## src/rtl/fft_frame_loader.sv

```systemverilog
// Ping-pong frame assembler: streams DATA_W-bit samples into N_POINTS-lane frames for the FFT core.
// Optional FRAME_BITREV_EN: write sample i to lane bitrev(i) for decimation-in-time input order.
module fft_frame_loader #(
   parameter int N_POINTS = 32,
   parameter int DATA_W   = 8
) (
   input  logic                         CLK,
   input  logic                         RST,
   input  logic [DATA_W-1:0]            s_data,
   input  logic                         s_valid,
   input  logic                         s_last,
   output logic                         s_ready,
   output logic [N_POINTS*DATA_W-1:0]   m_frame,
   output logic                         m_valid,
   input  logic                         m_ready,
   output logic                         frame_err,
   output logic [15:0]                  frame_cnt
);

   localparam int CNT_W = $clog2(N_POINTS);
   localparam logic [CNT_W-1:0] LAST_IDX = CNT_W'(N_POINTS - 1);

   typedef enum logic [1:0] {
      EMPTY   = 2'd0,
      FILLING = 2'd1,
      FULL    = 2'd2
   } buf_state_t;

   buf_state_t        state_q [2];
   buf_state_t        state_d [2];
   logic              wsel_q, wsel_d;
   logic              rsel_q, rsel_d;
   logic [CNT_W-1:0]  widx_q, widx_d;
   logic              err_d;
   logic [15:0]       cnt_d;
   logic              wr_en, rd_en;
   logic [CNT_W-1:0]  wlane;
   logic [DATA_W-1:0] mem [2][N_POINTS];

`ifdef FRAME_BITREV_EN
   function automatic logic [CNT_W-1:0] bitrev(input logic [CNT_W-1:0] idx);
      logic [CNT_W-1:0] r;
      for (int b = 0; b < CNT_W; b++) begin
         r[b] = idx[CNT_W-1-b];
      end
      return r;
   endfunction

   assign wlane = bitrev(widx_q);
`else
   assign wlane = widx_q;
`endif

   // Write side may accept while its buffer is not yet holding an undelivered frame.
   assign s_ready = (state_q[wsel_q] != FULL);
   assign m_valid = (state_q[rsel_q] == FULL);
   assign wr_en   = s_valid && s_ready;
   assign rd_en   = m_valid && m_ready;

   always_comb begin
      m_frame = '0;
      for (int l = 0; l < N_POINTS; l++) begin
         m_frame[l*DATA_W +: DATA_W] = mem[rsel_q][l];
      end
   end

   always_comb begin
      state_d = state_q;
      wsel_d  = wsel_q;
      rsel_d  = rsel_q;
      widx_d  = widx_q;
      err_d   = 1'b0;
      cnt_d   = frame_cnt;
      // Read and write always target different buffers, so both updates may land together.
      if (rd_en) begin
         state_d[rsel_q] = EMPTY;
         rsel_d          = ~rsel_q;
         cnt_d           = frame_cnt + 16'd1;
      end
      if (wr_en) begin
         if (widx_q == LAST_IDX) begin
            state_d[wsel_q] = FULL;
            wsel_d          = ~wsel_q;
            widx_d          = '0;
            err_d           = !s_last;
         end else if (s_last) begin
            state_d[wsel_q] = EMPTY;
            widx_d          = '0;
            err_d           = 1'b1;
         end else begin
            state_d[wsel_q] = FILLING;
            widx_d          = widx_q + CNT_W'(1);
         end
      end
   end

   always_ff @(posedge CLK or posedge RST) begin
      if (RST) begin
         state_q[0] <= EMPTY;
         state_q[1] <= EMPTY;
         wsel_q     <= 1'b0;
         rsel_q     <= 1'b0;
         widx_q     <= '0;
         frame_err  <= 1'b0;
         frame_cnt  <= '0;
      end else begin
         state_q   <= state_d;
         wsel_q    <= wsel_d;
         rsel_q    <= rsel_d;
         widx_q    <= widx_d;
         frame_err <= err_d;
         frame_cnt <= cnt_d;
      end
   end

   // Lanes are never cleared on consume; a discarded partial frame is simply overwritten.
   always_ff @(posedge CLK or posedge RST) begin
      if (RST) begin
         for (int b = 0; b < 2; b++) begin
            for (int l = 0; l < N_POINTS; l++) begin
               mem[b][l] <= '0;
            end
         end
      end else if (wr_en) begin
         mem[wsel_q][wlane] <= s_data;
      end
   end

endmodule
```

## config.mk

```make
export PLATFORM = sky130hd
export DESIGN_NAME = fft_frame_loader
export DESIGN_NICKNAME = d
export VERILOG_FILES = /design/src/rtl/fft_frame_loader.sv
export SDC_FILE = /design/constraint.sdc
export NUM_CORES = 1
export LEC_CHECK = 0
export BUFFER_PORTS_ARGS = -buffer_cell sky130_fd_sc_hd__buf_2
export CAP_MARGIN = 5
export CORE_ASPECT_RATIO = 0.75
export CORE_UTILIZATION = 35
export CTS_CLUSTER_SIZE = 8
export DETAILED_ROUTE_END_ITERATION = 8
export GPL_ROUTABILITY_DRIVEN = 1
export SLEW_MARGIN = 20
export SYNTH_ARGS = -nofsm -noshare
export SYNTH_HDL_FRONTEND = slang
export SYNTH_SLANG_ARGS = --single-unit
```

## constraint.sdc

```tcl
create_clock -name CLK -period 49 [get_ports CLK]
set_input_delay 12.25 -clock CLK [delete_from_list [all_inputs] [get_ports CLK]]
set_output_delay 12.25 -clock CLK [all_outputs]
set_load 0.03 [all_outputs]
```

==> run_results.csv, run 1 <==
group,metric,value,unit
final_layout,fin_area,28250,µm²
timing,finClkSkew,0.02411,ns
clock_network,path_clk_slew,0.05,ns
final_layout,nFillCells,6099,
global_route,antenna_found_initial,3,
routing,drc_errors,0,
worst_setup_path,start_kind,"flop",
pwr,p_leak,0.01494,µW
logic_synthesis,ys_top_cells_by_area,"dfrtp_1 57%, mux2_2 35%, clkbuf_1 1.3%, nand2_2 0.79%, mux2_1 0.57%",
clock_network,clk_latency,0.60,ns
logic_synthesis,synth_top_area_cell,"dfrtp_1",
placement,dpl_cell_area,26160,µm²
worst_hold_path,hold_depth,1,
worst_setup_path,critPathRequiredTime,36.75,ns
pwr,ir_drop,0.00003667,V
global_route,grt_use_total,18.27,%
clock_network,clock_sinks,540,
global_route,first_global_vias,15130,
logic_synthesis,synthesis.nets,1616,
final_layout,layout_common_cells,"749 x mux2_2, 539 x dfrtp_1, 286 x buf_2",
worst_setup_path,crit_type,"flop to primary output",
timing,finalSetupTns,0,ns
logic_synthesis,synth_seq_area_share,56.53,%
clock_network,clockBufferDepth,3,
global_route,grt-ovfl-total,0,
clock_network,hold_buffers,0,
timing,slew_headroom,25.87,%
routing,drtIter0Drc,515,
clock_network,cts_root_buffer,"clkbuf_16",
routing,vias,14030,
global_route,grt_max_degree,133,
placement,port_buffers,287,
run_status,status,"completed",
clock_network,cts_max_level,3,
logic_synthesis,ys.flop_type,"dfrtp_1",
logic_synthesis,yosys_warnings,0,
logic_synthesis,avgSynthCellArea,14.97,µm²
placement,dp_hpwl,38530,µm
pwr,powerDensity,41.02,nW/µm²
worst_hold_path,holdCritPathClass,"flop to flop",
die,core_area,67200,µm²
clock_network,numCtsBuffers,77,
worst_setup_path,cp.arrival,4.01,ns
logic_synthesis,synth-edff-count,0,
worst_setup_path,crit_fanout,72,
die,die_h,228.3,µm
worst_setup_path,worst-r2r-cell-count,5,
timing,fin_crit_sh,33.18,%
final_layout,final_nets,1896,
logic_synthesis,synth-async-reset-ratio,100.0,%
logic_synthesis,synth_area,23900,µm²
routing,post_drt_wl_per_cell,22.74,µm
final_layout,layout_commonest_cell,"mux2_2",
timing,slew_viol_final,0,
timing,period_needed,16.26,ns
logic_synthesis,synthCells,1597,
global_route,grt_pass1_wl,96150,µm
timing,hold_viol_final,0,
die,start_util,35.57,%
die,io_pins,288,
routing,ant_nets,0,
timing,rsz0062_at_grt,"false",
clock_network,postCtsSetupBuffers,0,
job,maxCapViolations,0,
logic_synthesis,netlist-cell-type-count,51,
final_layout,drive_gt1_share,64.38,%
placement,gp_congestion,0.7509,
routing,via_per_inst,5.066,
routing,drt-total-wl,62960,µm
worst_setup_path,crit_path_end_kind,"primary output",
clock_network,cts_resized,0,
die,num_rows,82,
timing,setup_violations,0,
die,die_x,303.8,µm
logic_synthesis,synth_top_area_share,56.53,%
routing,dr.pass1.iters,4,
timing,worst_pin_slew,1.112,ns
logic_synthesis,synth_seq_cells,540,
die,dieArea,69350,µm²
final_layout,syn_to_final_growth,18.18,%
clock_network,cts_tree,"built",
timing,fmax,61.50,MHz
## Yosys cell counts, types with 5 or more instances
| library cell | n |
|---|---|
| and3_1 | 11 |
| buf_1 | 8 |
| buf_2 | 6 |
| clkbuf_1 | 83 |
| dfrtp_1 | 540 |
| ha_1 | 6 |
| mux2_1 | 12 |
| mux2_2 | 749 |
| mux2_4 | 8 |
| nand2_1 | 27 |
| nand2_2 | 30 |
| nand2_4 | 6 |
| nand2b_1 | 5 |
| nand3_1 | 9 |
| nand3_2 | 7 |
| nor2_1 | 8 |
| nor2_2 | 9 |
| nor3_1 | 5 |
| xnor2_1 | 9 |
| xor2_1 | 7 |
## per-stage QoR
step / worst slack (ns) / hold slack (ns) / total power [µW] / util (%) / cells
after detailed placement: 33.15 / 0.4522 / 694.8 / 38.93 / 2680
after CTS: 32.62 / 0.4693 / 1178 / 42.02 / 2766
after global routing: 32.49 / 0.5034 / 1209 / 42.03 / 2767
final: 32.74 / 0.4634 / 1159 / 42.04 / 2769
after floorplan: 21.66 / 0.4585 / 634.0 / - / 1597
after global placement: 33.30 / 0.4568 / 689.8 / 38.93 / 2680
## worst max-delay path: stages (launching register included)
cell and delay, ns:
dfrtp_4 0.99, buf_4 0.78, buf_4 0.87, mux2_2 0.45, buf_2 0.19
## cell families (layout without fill, tap and decap cells)
group                      count (synthesis)  after routing  share of synthesized area [%]
muxes                                    770            770                          36.40
adders and majority gates                  6              6                         0.3141
other                                      0              3                              0
xor gates and xnor gates                  16             16                         0.5863
buffers and inverters                    108            395                          1.863
AOI/OAI and AO/OA                         18             18                         0.5286
DFF                                      540            540                          56.53
and+or+nand+nor                          139            139                          3.779
## final cells by class
class                           count  area (µm²)  area share, %
Tap cell                          882        1104          3.907
Clock buffer                       82        2031          7.189
Antenna cell                        3       7.507        0.02658
Clock inverter                      4       46.29         0.1639
Timing Repair Buffer              304        1570          5.559
Multi-Input combinational cell    949        9945          35.20
Inverter                            5       28.78         0.1019
Sequential cell                   540       13520          47.85
## power breakdown
group          leakage, µW  switching (µW)  internal, µW
sequential         0.00745            17.7           476
combinational      0.00646             125          66.3
clock              0.00102             185           289
total               0.0149             327           831
## final timing paths
check,startpoint,end,slack [ns]
max,rsel_q,m_frame[202],32.74
min,frame_cnt[15],frame_cnt[15],0.46
max reg2reg,rsel_q,frame_cnt[11],45.78
min reg2reg,frame_cnt[15],frame_cnt[15],0.46
max in group asynchronous,RST,mem[203],34.23
min in group asynchronous,RST,mem[48],11.84
## flip-flops by register name (all words and copies together) (netlist names)
register   flops
widx_q         5
mem          512
wsel_q         1
rsel_q         1
frame_cnt     16
frame_err      1
state_q        4
## layer usage
layer  vias up  part of all wire (%)  global-route usage [%]
li1       6259                     -                       -
met1      7384                    47                   25.27
met2       291                    46                   28.40
met3        95                   5.1                   4.376
met4         0                   2.1                   5.409
met5         -                     0                       0
No activity file was read; power rests on OpenSTA's default activity.
==> inputs of run 2 (changes only) <==
==> constraint.sdc (replaced) <==
create_clock -name CLK -period 15.6 [get_ports CLK]
set_input_delay 3.9 -clock CLK [delete_from_list [all_inputs] [get_ports CLK]]
set_output_delay 3.9 -clock CLK [all_outputs]
set_load 0.03 [all_outputs]
==> run_results.csv, run 2 (synthesis gave the netlist of run 1 again) <==
group,metric,value,unit
routing,via_per_inst,5.085,
worst_setup_path,start_kind,"flop",
worst_setup_path,path_cells,"buf_12, buf_16, mux2_2, buf_2",
timing,slew_viol_final,0,
global_route,grt_use_total,18.19,%
timing,slew_headroom,27.97,%
routing,drt-total-wl,62650,µm
placement,dp_cells,2674,
placement,gp_congestion,0.7454,
timing,hold_viol_final,0,
final_layout,final_util,42.08,%
worst_setup_path,cpPeakStageDelay,0.80,ns
global_route,grt-ovfl-total,0,
timing,finClkSkew,0.01837,ns
die,start_util,35.57,%
final_layout,final_cells,2764,
routing,drtIter0Drc,555,
routing,ant_nets,0,
run_status,status,"completed",
routing,vias,14060,
final_layout,syn_to_final_growth,18.32,%
routing,post_drt_wl_per_cell,22.67,µm
final_layout,layout_common_cells,"749 x mux2_2, 539 x dfrtp_1, 284 x buf_2",
die,core_area,67200,µm²
final_layout,largest_reg_flops,512,
final_layout,layout_commonest_cell,"mux2_2",
timing,fmax,140.5,MHz
final_layout,final_nets,1892,
die,num_rows,82,
clock_network,clk_latency,0.60,ns
clock_network,numCtsBuffers,77,
clock_network,cts_resized,0,
timing,finalSetupTns,0,ns
clock_network,clock_sinks,540,
final_layout,reg_top3,"mem: 512 flops, frame_cnt: 16 flops, widx_q: 5 flops",
worst_setup_path,crit_fanout,111,
placement,port_buffers,287,
job,maxCapViolations,0,
global_route,grt_pass1_wl,96250,µm
clock_network,clockBufferDepth,3,
final_layout,multi_input_area,9945,µm²
clock_network,postCtsSetupBuffers,0,
worst_setup_path,crit_type,"flop to primary output",
worst_setup_path,cpMaxStageDelayCell,"dfrtp_4",
timing,fin_crit_sh,45.64,%
clock_network,cts_root_buffer,"clkbuf_16",
pwr,powerDensity,127.8,nW/µm²
die,die_h,228.3,µm
clock_network,cts_tree,"built",
final_layout,regMostFlops,"mem",
worst_hold_path,holdCritPathClass,"flop to flop",
clock_network,hold_buffers,0,
pwr,p_leak,0.01492,µW
clock_network,path_clk_slew,0.05,ns
die,die_x,303.8,µm
worst_setup_path,cp.arrival,3.22,ns
global_route,first_global_vias,15210,
clock_network,cts_max_level,3,
timing,period_needed,7.120,ns
timing,worst_pin_slew,1.075,ns
worst_setup_path,crit_path_end_kind,"primary output",
final_layout,ff_latch_area,13520,µm²
global_route,antenna_found_initial,3,
routing,dr.pass1.iters,4,
die,dieArea,69350,µm²
final_layout,nFillCells,6167,
die,io_pins,288,
timing,setup_violations,0,
placement,dp_hpwl,37570,µm
routing,drc_errors,0,
worst_setup_path,critPathRequiredTime,11.70,ns
final_layout,drive_gt1_share,64.20,%
pwr,ir_drop,0.0001078,V
timing,rsz0062_at_grt,"false",
global_route,grt_max_degree,192,
run 2: cell types whose count changed in the layout (fill, tap and decap cells not counted), sizes merged:
| cell | before | now |
|---|---|---|
| diode | 3 | 2 |
| clkinvlp | 0 | 1 |
| buf | 304 | 300 |
| inv | 6 | 5 |
run 2: metal layers:
| metal | global-route usage [%] | share of wire [%] |
|---|---|---|
| met2 | 28.45 | 46 |
| met4 | 5.362 | 2.4 |
| met1 | 25.54 | 48 |
| met5 | 0 | 0 |
| met3 | 3.579 | 4.2 |
run 2: area by class of cell:
class / count / share of cell area, %
clock inverters: 4 / 0.2035
clock buffers: 82 / 6.990
diodes: 2 / 0.01770
multi-input cells: 949 / 35.16
well taps: 882 / 3.902
repair buffers: 300 / 5.840
flip-flops and latches: 540 / 47.79
inverters: 5 / 0.08848
run 2: path summary, 6_finish.rpt:
path                            depth (start not counted)          start             to  slack, ns
worst max-delay path                                    4         rsel_q    m_frame[79]       8.48
worst min-delay path                                    1  frame_cnt[15]  frame_cnt[15]       0.47
worst max register to register                          4      widx_q[0]       mem[194]      12.52
worst min register to register                          1  frame_cnt[15]  frame_cnt[15]       0.47
max in group asynchronous                               5            RST       mem[190]      10.30
min in group asynchronous                               3            RST       mem[291]       3.43
run 2: report_power, final:
part           total (µW)  leakage, µW  internal (µW)  switching (µW)
Clock                1470     0.000997            884             581
Sequential           1550      0.00745           1490            53.3
Combinational         602      0.00647            210             392
run 2: critical path, delay by kind of cell (launching register included):
family | cells | cell delay (ns)
flops | 1 | 0.80
buf+inv | 3 | 0.98
mux | 1 | 0.43
run 2: metrics by stage:
step | total power (µW) | hold WS [ns] | setup WS [ns] | area (µm²)
final | 3616 | 0.4709 | 8.480 | 28280
after global placement | 2165 | 0.4563 | 8.856 | 26160
after CTS | 3675 | 0.4756 | 8.628 | 28220
after detailed placement | 2180 | 0.4618 | 9.290 | 26190
after floorplan | 1992 | 0.4585 | 4.356 | 23910
after global routing | 3767 | 0.4928 | 8.372 | 28280
